<file path="src/rtl/booth_r4_ctrl.sv">
// ---------------------------------------------------------------------------
// booth_r4_ctrl
// Sequencing controller for a radix-4 Booth multiplier datapath. A start
// request loads the operand shift register and clears the accumulator, then
// WIDTH/2 iterations follow. Each iteration is EVAL (decode the Booth triplet
// into partial-product controls), SH1 and SH2 (shift the multiplier register
// right by one position each). DONE pulses for one cycle at the end.
//
// Ports
//   clk, rst_n   rising-edge clock, asynchronous active-low reset
//   start        multiply request, accepted only while ready=1
//   ready        controller idle
//   booth_bits   {q[1], q[0], q_m1} from the multiplier register
//   load_en      load operands into the shift register
//   acc_clr      synchronous accumulator clear
//   acc_en       accumulator captures accumulator + partial product
//   pp_neg       partial product negated
//   pp_dbl       partial product is 2M (else M)
//   shift_en     shift multiplier register right by one
//   iter         remaining iterations (observation)
//   done         one-cycle completion pulse
//   abort        cancel a running operation (BOOTH_CTRL_ABORT_EN only)
//
// Build option
//   BOOTH_CTRL_ABORT_EN  adds the abort port; abort sampled in LOAD, EVAL,
//                        SH1 or SH2 returns the controller to IDLE with
//                        iter=0 and no done pulse.
//
// Outputs are decoded from the state register; only the EVAL
// partial-product controls also depend combinationally on booth_bits.
// WIDTH must be even and >= 4.
// ---------------------------------------------------------------------------
module booth_r4_ctrl #(
  parameter int unsigned WIDTH = 8
) (
  input  logic                           clk,
  input  logic                           rst_n,
  input  logic                           start,
  output logic                           ready,
  input  logic [2:0]                     booth_bits,
`ifdef BOOTH_CTRL_ABORT_EN
  input  logic                           abort,
`endif
  output logic                           load_en,
  output logic                           acc_clr,
  output logic                           acc_en,
  output logic                           pp_neg,
  output logic                           pp_dbl,
  output logic                           shift_en,
  output logic [$clog2(WIDTH/2+1)-1:0]   iter,
  output logic                           done
);

  localparam int unsigned N      = WIDTH / 2;
  localparam int unsigned ITER_W = $clog2(WIDTH / 2 + 1);

  typedef enum logic [2:0] {
    S_IDLE = 3'd0,
    S_LOAD = 3'd1,
    S_EVAL = 3'd2,
    S_SH1  = 3'd3,
    S_SH2  = 3'd4,
    S_DONE = 3'd5
  } state_e;

  state_e              state_q, state_d;
  logic [ITER_W-1:0]   iter_q, iter_d;
  logic                abort_c;
  logic                busy_c;

  // Cancel request; tied off when the option is not built in
`ifdef BOOTH_CTRL_ABORT_EN
  assign abort_c = abort;
`else
  assign abort_c = 1'b0;
`endif

  // Abort is honoured only while an operation is actually in progress
  assign busy_c = (state_q == S_LOAD) || (state_q == S_EVAL) ||
                  (state_q == S_SH1)  || (state_q == S_SH2);

  // State and iteration counter registers
  always_ff @(posedge clk or negedge rst_n) begin
    if (!rst_n) begin
      state_q <= S_IDLE;
      iter_q  <= '0;
    end else begin
      state_q <= state_d;
      iter_q  <= iter_d;
    end
  end

  // Next-state, counter update and output decode
  always_comb begin
    state_d  = state_q;
    iter_d   = iter_q;
    ready    = 1'b0;
    load_en  = 1'b0;
    acc_clr  = 1'b0;
    acc_en   = 1'b0;
    pp_neg   = 1'b0;
    pp_dbl   = 1'b0;
    shift_en = 1'b0;
    done     = 1'b0;

    case (state_q)
      S_IDLE: begin
        ready = 1'b1;
        if (start) begin
          state_d = S_LOAD;
        end
      end

      S_LOAD: begin
        load_en = 1'b1;
        acc_clr = 1'b1;
        iter_d  = ITER_W'(N);
        state_d = S_EVAL;
      end

      S_EVAL: begin
        // Radix-4 Booth recoding of {q[1], q[0], q_m1}
        case (booth_bits)
          3'b001, 3'b010: begin
            acc_en = 1'b1;
          end
          3'b011: begin
            acc_en = 1'b1;
            pp_dbl = 1'b1;
          end
          3'b100: begin
            acc_en = 1'b1;
            pp_neg = 1'b1;
            pp_dbl = 1'b1;
          end
          3'b101, 3'b110: begin
            acc_en = 1'b1;
            pp_neg = 1'b1;
          end
          default: begin
            acc_en = 1'b0;
          end
        endcase
        state_d = S_SH1;
      end

      S_SH1: begin
        shift_en = 1'b1;
        state_d  = S_SH2;
      end

      S_SH2: begin
        shift_en = 1'b1;
        iter_d   = iter_q - ITER_W'(1);
        // iter_q still holds the pre-decrement count here
        if (iter_q == ITER_W'(1)) begin
          state_d = S_DONE;
        end else begin
          state_d = S_EVAL;
        end
      end

      S_DONE: begin
        done    = 1'b1;
        state_d = S_IDLE;
      end

      default: begin
        state_d = S_IDLE;
        iter_d  = '0;
      end
    endcase

    if (abort_c && busy_c) begin
      state_d = S_IDLE;
      iter_d  = '0;
    end
  end

  assign iter = iter_q;

endmodule

</file>
<file path="config.mk">
export PLATFORM = sky130hd
export DESIGN_NAME = booth_r4_ctrl
export DESIGN_NICKNAME = d
export VERILOG_FILES = /design/src/rtl/booth_r4_ctrl.sv
export SDC_FILE = /design/constraint.sdc
export NUM_CORES = 1
export LEC_CHECK = 0
export CAP_MARGIN = 20
export CORE_ASPECT_RATIO = 0.9
export CORE_UTILIZATION = 30
export DETAILED_ROUTE_END_ITERATION = 10
export PLACE_DENSITY_LB_ADDON = 0.05
export SYNTH_ARGS = -nofsm -noshare
export SYNTH_HDL_FRONTEND = slang
export SYNTH_SLANG_ARGS = --single-unit
</file>
<file path="constraint.sdc">
create_clock -name clk -period 1.7 [get_ports clk]
set_clock_uncertainty 0.05 [all_clocks]
set_input_delay 0.17 -clock clk [delete_from_list [all_inputs] [get_ports clk]]
set_output_delay 0.17 -clock clk [all_outputs]
set_load 0.005 [all_outputs]
</file>
==> parameters.txt, run 1 <==
Parameter                              Value

Status
  Run status ... finished clean

Route
  Number of search-and-repair iterations in the first detailed-routing pass ... 4
  Number of DRC markers in iteration 0 ... 12
  Remaining DRCs ... 0
  Remaining number of nets flagged by the antenna check after routing ... 0
  Wire length reported by the detailed router ... 1120 um
  Total number of vias ... 457
  Vias/cell ... between 4 and 5
  Wire length per cell after detailed routing ... about 12 um

Final layout
  Register cell area after layout ... approximately 150 um^2
  Area occupied by multi-input gates ... ~260 um^2
  Number of antenna repair diodes ... 0
  Area growth from synthesis to final layout ... 56.0%
  Share of layout cells above drive strength 1 ... 0.313
  Finished Core Util ... 0.534
  Number of nets in the finished design ... 90
  Filler Cells Inserted ... roughly 130

Worst setup path
  Cell family contributing the most delay on the critical path ... buffers and inverters
  WP data arrival ... between 1 and 1.5 ns
  CP peak stage delay ... 0.37 ns
  Worst-path cell chain ... buf_4 -> buf_6 -> nor2b_2 -> nand2_1 -> o21ai_0 -> dlygate4sd2_1
  Start of the worst register-to-register path ... state_q[2]
  Required time of the worst setup path ... between 1 and 1.5 ns
  CP Max Fanout ... 9
  Launch point of the critical path ... state_q[2]
  CP max-delay cell ... sky130_fd_sc_hd__dfrtp_1
  Kind of critical path ... reg -> out
  CP Launch Type ... register
  Number of buffers and inverters on the critical path ... 3
  Register-to-Register Setup Slack ... 0.46 ns
  Worst Setup End Kind ... output pin

Placement
  I/O Buffers ... 16
  HPWL Detailed ... between 800 and 900 um
  Routability-driven placement congestion ratio ... a little under 0.8

Logic synthesis
  Yosys warns ... 0
  Register bit count reported by yosys ... 6
  Post-Synthesis Cell Area ... between 400 and 500 um^2
  Avg Synthesized Cell Area ... 8.27 um^2
  Number of distinct library cell variants in the gate-level netlist after synthesis ... 25
  Part of the Yosys area used for sequential elements ... 0.336
  Gate count after technology mapping ... between 50 and 60
  Total nets after synthesis ... between 60 and 70

Flow run
  Max-capacitance violation count ... 0

Floorplan
  Std cell rows ... 12
  Die Outline Area ... 1650 um^2
  Initial core utilization ... 0.342
  Area of the core ... 1310 um^2
  Overall die height ... 38.6 um
  Top-Level Pins ... 17
  Horizontal die dimension ... 42.7 um

Pwr
  Power density over cell area ... 1700 nW/um^2
  Clock network power share ... 0.107
  Comb power frac ... 0.661
  Static leakage power ... ~0.00035 uW
  Largest vdd supply drop ... between 0.8 and 0.9 mV
  Part of the power in registers ... 0.232
  Switching Fraction ... 0.384
  Net switching component of the power ... roughly 460 uW
  Cell-internal power ... roughly 730 uW

Clock network
  Quantity of hold-fixing buffers added after cts ... 0
  TritonCTS Sinks ... 6
  CTS max path bufs ... 2
  CTS tree ... built
  Later-pin clock latency in the skew report ... around 0.24 ns
  Htree depth ... 1
  Clock-pin slew on the worst setup and hold paths ... around 0.040 ns
  Number of buffers created by CTS ... 3
  Root Buffer Master ... sky130_fd_sc_hd__clkbuf_4

STA
  Final-report setup violation count ... 0
  Number of hold violations in the final report ... 0
  Final sum of negative setup slack ... 0 ns
  Least-Margin Pin Slew ... 0.283 ns
  Tmin final ... between 1.5 and 2 ns
  Worst relative slew slack ... 0.811
  Final period utilization ... 0.946
  Maximum operating frequency ... between 0.6 and 0.7 GHz
  RSZ-0062 raised after global routing ... false
  Slew Viols, Final ... 0

GRT
  First-pass GRT wire length ... between 1500 and 2000 um
  Maximum number of pins on one net before global-route repair ... 10
  Global router's overall resource usage ... 0.159
  Antenna violations before repair ... 0
  Total overflow reported by the global router ... 0
  Via count of the first global-routing pass ... 419

Hold path
  Class of the tightest hold or removal check ... in -> async
## per-layer routing
metal	track usage	wire length, um	vias up
met3	0.0748	104	0
li1	-	-	237
met2	0.242	462	24
met5	0	0	-
met1	0.199	550	196
met4	0.0469	0	0
## layout by cell type, fill, tap and decap left out
master,netlist,routed
sky130_fd_sc_hd__nand2b_1,3,3
sky130_fd_sc_hd__nor2b_2,0,1
sky130_fd_sc_hd__buf_2,1,1
sky130_fd_sc_hd__clkbuf_2,0,1
sky130_fd_sc_hd__nor2_1,3,2
sky130_fd_sc_hd__and3_1,1,1
sky130_fd_sc_hd__a21oi_1,4,4
sky130_fd_sc_hd__inv_1,4,3
sky130_fd_sc_hd__a22o_1,2,2
sky130_fd_sc_hd__o21ai_0,6,6
sky130_fd_sc_hd__nand2_1,5,5
sky130_fd_sc_hd__clkdlybuf4s50_1,0,8
sky130_fd_sc_hd__nor2b_1,2,1
sky130_fd_sc_hd__or3_4,1,1
sky130_fd_sc_hd__clkbuf_4,0,3
sky130_fd_sc_hd__xnor2_1,1,1
sky130_fd_sc_hd__nor2_2,0,1
sky130_fd_sc_hd__inv_2,0,1
sky130_fd_sc_hd__and2b_2,1,1
sky130_fd_sc_hd__or2_2,1,1
sky130_fd_sc_hd__o31ai_1,1,1
sky130_fd_sc_hd__ha_1,2,2
sky130_fd_sc_hd__buf_4,1,8
sky130_fd_sc_hd__dlymetal6s2s_1,0,1
sky130_fd_sc_hd__a32oi_1,1,1
sky130_fd_sc_hd__buf_6,1,2
sky130_fd_sc_hd__nor3_1,2,2
sky130_fd_sc_hd__dfrtp_1,6,6
sky130_fd_sc_hd__and3_2,2,2
sky130_fd_sc_hd__nor3_2,1,1
sky130_fd_sc_hd__nand3_1,1,1
sky130_fd_sc_hd__dlygate4sd2_1,0,5
sky130_fd_sc_hd__inv_4,1,1
## stage by stage
step                instance area (um^2)  hold WS (ns)  power, uW  std cells  setup WS [ns]
floorplan                            447        -0.176        687         54          0.428
global placement                     646         0.392       1020         87         -0.119
CTS                                  696         0.126       1200         94        -0.0423
finish                               697         0.123       1190         94         0.0915
detailed placement                   646         0.384       1020         87         -0.128
global route                         697         0.136       1300         94         0.0256
## path summary, 6_finish.rpt
kind	end	depth (start not counted)
max	shift_en	6
min	state_q[2]	1
max reg2reg	iter[2]	5
min reg2reg	iter[1]	1
max in group asynchronous	iter[2]	1
min in group clk	iter[1]	1
## power by group through the flow
stage | registers, uW | logic [uW] | clock network (uW)
4_1_cts | 275 | 790 | 132
5_1_grt | 286 | 869 | 145
3_3_place_gp | 272 | 743 | 0
2_1_floorplan | 274 | 414 | 0
3_5_place_dp | 275 | 745 | 0
6_report | 275 | 785 | 127
## what timing repair did
item	CTS	global route
gates resized for setup	15	3
pin swaps	1	1
endpoints found under the setup margin	7	3
setup buffers	4	1
## synthesized netlist by cell type
cell	number	share of area
sky130_fd_sc_hd__o21ai_0	6	0.067
sky130_fd_sc_hd__xnor2_1	1	0.020
sky130_fd_sc_hd__nor2_1	3	0.025
sky130_fd_sc_hd__nand2_1	5	0.042
sky130_fd_sc_hd__or3_4	1	0.025
sky130_fd_sc_hd__and3_2	2	0.034
sky130_fd_sc_hd__nand3_1	1	0.011
sky130_fd_sc_hd__a22o_1	2	0.039
sky130_fd_sc_hd__inv_1	4	0.034
sky130_fd_sc_hd__o31ai_1	1	0.017
sky130_fd_sc_hd__buf_4	1	0.017
sky130_fd_sc_hd__inv_4	1	0.014
sky130_fd_sc_hd__nor3_2	1	0.022
sky130_fd_sc_hd__and2b_2	1	0.020
sky130_fd_sc_hd__a32oi_1	1	0.020
sky130_fd_sc_hd__and3_1	1	0.014
sky130_fd_sc_hd__dfrtp_1	6	0.34
sky130_fd_sc_hd__nor2b_1	2	0.028
sky130_fd_sc_hd__buf_6	1	0.025
sky130_fd_sc_hd__a21oi_1	4	0.045
sky130_fd_sc_hd__ha_1	2	0.056
sky130_fd_sc_hd__nand2b_1	3	0.042
sky130_fd_sc_hd__or2_2	1	0.014
sky130_fd_sc_hd__nor3_1	2	0.022
sky130_fd_sc_hd__buf_2	1	0.011
## sequential cells by signal, summed over array words and instances (netlist names)
register  flops
iter          3
state_q       3
## layout make-up
type | instances | share of cell area
flip-flops and latches | 6 | 0.215
well taps | 14 | 0.0251
clock buffers | 3 | 0.0323
inverters | 5 | 0.0305
multi-input cells | 40 | 0.368
repair buffers | 26 | 0.329
## cells by family after synthesis
group	count (synthesis)	share of synthesized area
AO/OA/AOI/OAI	14	0.188
buffers and inverters	8	0.101
XOR/XNOR	1	0.0196
AND/OR/NAND/NOR	23	0.300
flip-flops	6	0.336
adder cells (fa/ha/maj)	2	0.0560
(Power assumes the default switching activity.)
==> run 2, diff against run 1 <==
--- a/config.mk
+++ b/config.mk
@@ -5,10 +5,13 @@
 export SDC_FILE = /design/constraint.sdc
 export NUM_CORES = 1
 export LEC_CHECK = 0
+export ABC_CLOCK_PERIOD_IN_PS = 1700
 export CAP_MARGIN = 20
 export CORE_ASPECT_RATIO = 0.9
 export CORE_UTILIZATION = 30
+export CTS_CLUSTER_SIZE = 12
 export DETAILED_ROUTE_END_ITERATION = 10
+export MAX_ROUTING_LAYER = met4
 export PLACE_DENSITY_LB_ADDON = 0.05
 export SYNTH_ARGS = -nofsm -noshare
 export SYNTH_HDL_FRONTEND = slang
==> parameters.txt, run 2 (same netlist as run 1, synthesis figures left out) <==
Parameter                              Value

Clock network
  Number of buffers created by CTS ... 3
  TritonCTS Sinks ... 6
  CTS tree ... built
  Clock-pin slew on the worst setup and hold paths ... 0.04 ns
  Quantity of hold-fixing buffers added after cts ... 0
  CTS max path bufs ... 2
  Root Buffer Master ... sky130_fd_sc_hd__clkbuf_4
  Htree depth ... 1
  Later-pin clock latency in the skew report ... ~0.24 ns

Floorplan
  Std cell rows ... 12
  Overall die height ... approximately 39 um
  Top-Level Pins ... 17
  Die Outline Area ... between 1500 and 2000 um^2
  Area of the core ... roughly 1300 um^2
  Horizontal die dimension ... around 43 um
  Initial core utilization ... 0.342

Final layout
  Filler Cells Inserted ... ~130
  Final cell area excluding filler cells ... approximately 700 um^2
  Area occupied by multi-input gates ... between 200 and 300 um^2
  Number of antenna repair diodes ... 0
  Number of nets in the finished design ... 90
  Share of layout cells above drive strength 1 ... 0.313
  Register cell area after layout ... ~150 um^2
  Non-filler instance count after layout ... 94
  Area growth from synthesis to final layout ... 56.0%
  Most frequent cells in the layout ... sky130_fd_sc_hd__clkdlybuf4s50_1 (8), sky130_fd_sc_hd__buf_4 (8), sky130_fd_sc_hd__o21ai_0 (6), sky130_fd_sc_hd__dfrtp_1 (6)

STA
  Maximum operating frequency ... 0.624 GHz
  Final sum of negative setup slack ... 0 ns
  Final period utilization ... 0.942
  Final-report setup violation count ... 0
  RSZ-0062 raised after global routing ... false
  Number of hold violations in the final report ... 0
  Least-Margin Pin Slew ... roughly 0.28 ns
  Tmin final ... about 1.6 ns
  Worst relative slew slack ... 0.810
  Slew Viols, Final ... 0
  PnR worst setup slack ... between 0.09 and 0.1 ns

Worst setup path
  Worst Setup End Kind ... output pin
  Start of the worst register-to-register path ... state_q[0]
  Required time of the worst setup path ... ~1.5 ns
  CP Launch Type ... register
  CP Max Fanout ... 9
  CP max-delay cell ... sky130_fd_sc_hd__dfrtp_1
  Worst-path cell chain ... buf_4 -> buf_6 -> nor2b_2 -> nand2_1 -> o21ai_0 -> dlygate4sd2_1
  Kind of critical path ... reg -> out
  WP data arrival ... 1.38 ns
  Launch point of the critical path ... state_q[2]
  CP peak stage delay ... between 0.3 and 0.4 ns

GRT
  Total overflow reported by the global router ... 0
  Global router's overall resource usage ... 0.163
  Antenna violations before repair ... 0
  Maximum number of pins on one net before global-route repair ... 10
  Via count of the first global-routing pass ... about 420
  First-pass GRT wire length ... roughly 1800 um

Route
  Remaining number of nets flagged by the antenna check after routing ... 0
  Wire length reported by the detailed router ... 1110 um
  Total number of vias ... 460
  Wire length per cell after detailed routing ... between 10 and 15 um
  Number of search-and-repair iterations in the first detailed-routing pass ... 4
  Number of DRC markers in iteration 0 ... 12
  Vias/cell ... between 4 and 5
  Remaining DRCs ... 0

Placement
  Cell area after placement ... between 600 and 700 um^2
  Post-placement worst setup slack ... -0.128 ns
  Routability-driven placement congestion ratio ... about 0.8
  I/O Buffers ... 16
  Inst Count DP ... just under 90
  HPWL Detailed ... slightly above 800 um

Pwr
  Largest vdd supply drop ... 0.892 mV
  Post-layout total power ... approximately 1200 uW
  Static leakage power ... ~0.00035 uW
  Power density over cell area ... roughly 1700 nW/um^2

Status
  Run status ... finished clean

Flow run
  Max-capacitance violation count ... 0

Hold path
  Class of the tightest hold or removal check ... in -> async
run 2: stage by stage:
| stage | utilization | hold WS [ns] |
|---|---|---|
| 5_1_grt | 0.534 | 0.136 |
| 6_report | 0.534 | 0.126 |
| 2_1_floorplan | - | -0.176 |
| 4_1_cts | 0.533 | 0.126 |
| 3_3_place_gp | 0.494 | 0.392 |
| 3_5_place_dp | 0.494 | 0.384 |
run 2: what timing repair did:
| item | 4_1_cts | 5_1_grt |
|---|---|---|
| hold endpoints to repair | 0 | 0 |
| setup endpoints to repair | 7 | 3 |
| cloned | 0 | 0 |
| gates resized for setup | 15 | 3 |
| pin swaps | 1 | 1 |
| buffers inserted | 4 | 1 |
run 2: metal layers:
layer,share of wire,track usage
met2,0.42,0.242
met5,0,-
met1,0.48,0.199
met3,0.089,0.0748
met4,0.0054,0.0469
run 2: report_power, final:
group          leakage, uW  internal [uW]  switching [uW]
logic             0.000257            442             341
registers        0.0000753            210            65.1
clock network    0.0000138           79.5            46.3
total             0.000346            731             453
run 2: path summary, 6_finish.rpt:
check,endpoint,slack [ns],cells after the start
setup / recovery,shift_en,0.1,6
hold / removal,state_q[2],0.13,1
setup reg to reg,iter[2],0.46,5
hold reg to reg,iter[1],0.51,1
max in group asynchronous,iter[2],1.25,1
min in group clk,iter[1],0.51,1
run 2: critical path, delay by kind of cell, from the launching register on:
| family | cells | cell delay [ns] |
|---|---|---|
| flip-flops | 1 | 0.37 |
| AND/OR/NAND/NOR | 2 | 0.21 |
| AO/OA/AOI/OAI | 1 | 0.07 |
| buffers and inverters | 3 | 0.51 |
run 2: final cells by class:
cell class,instances,share of cell area
multi-input cells,40,0.368
flip-flops and latches,6,0.215
well taps,14,0.0251
clock buffers,3,0.0323
repair buffers,26,0.329
inverters,5,0.0305
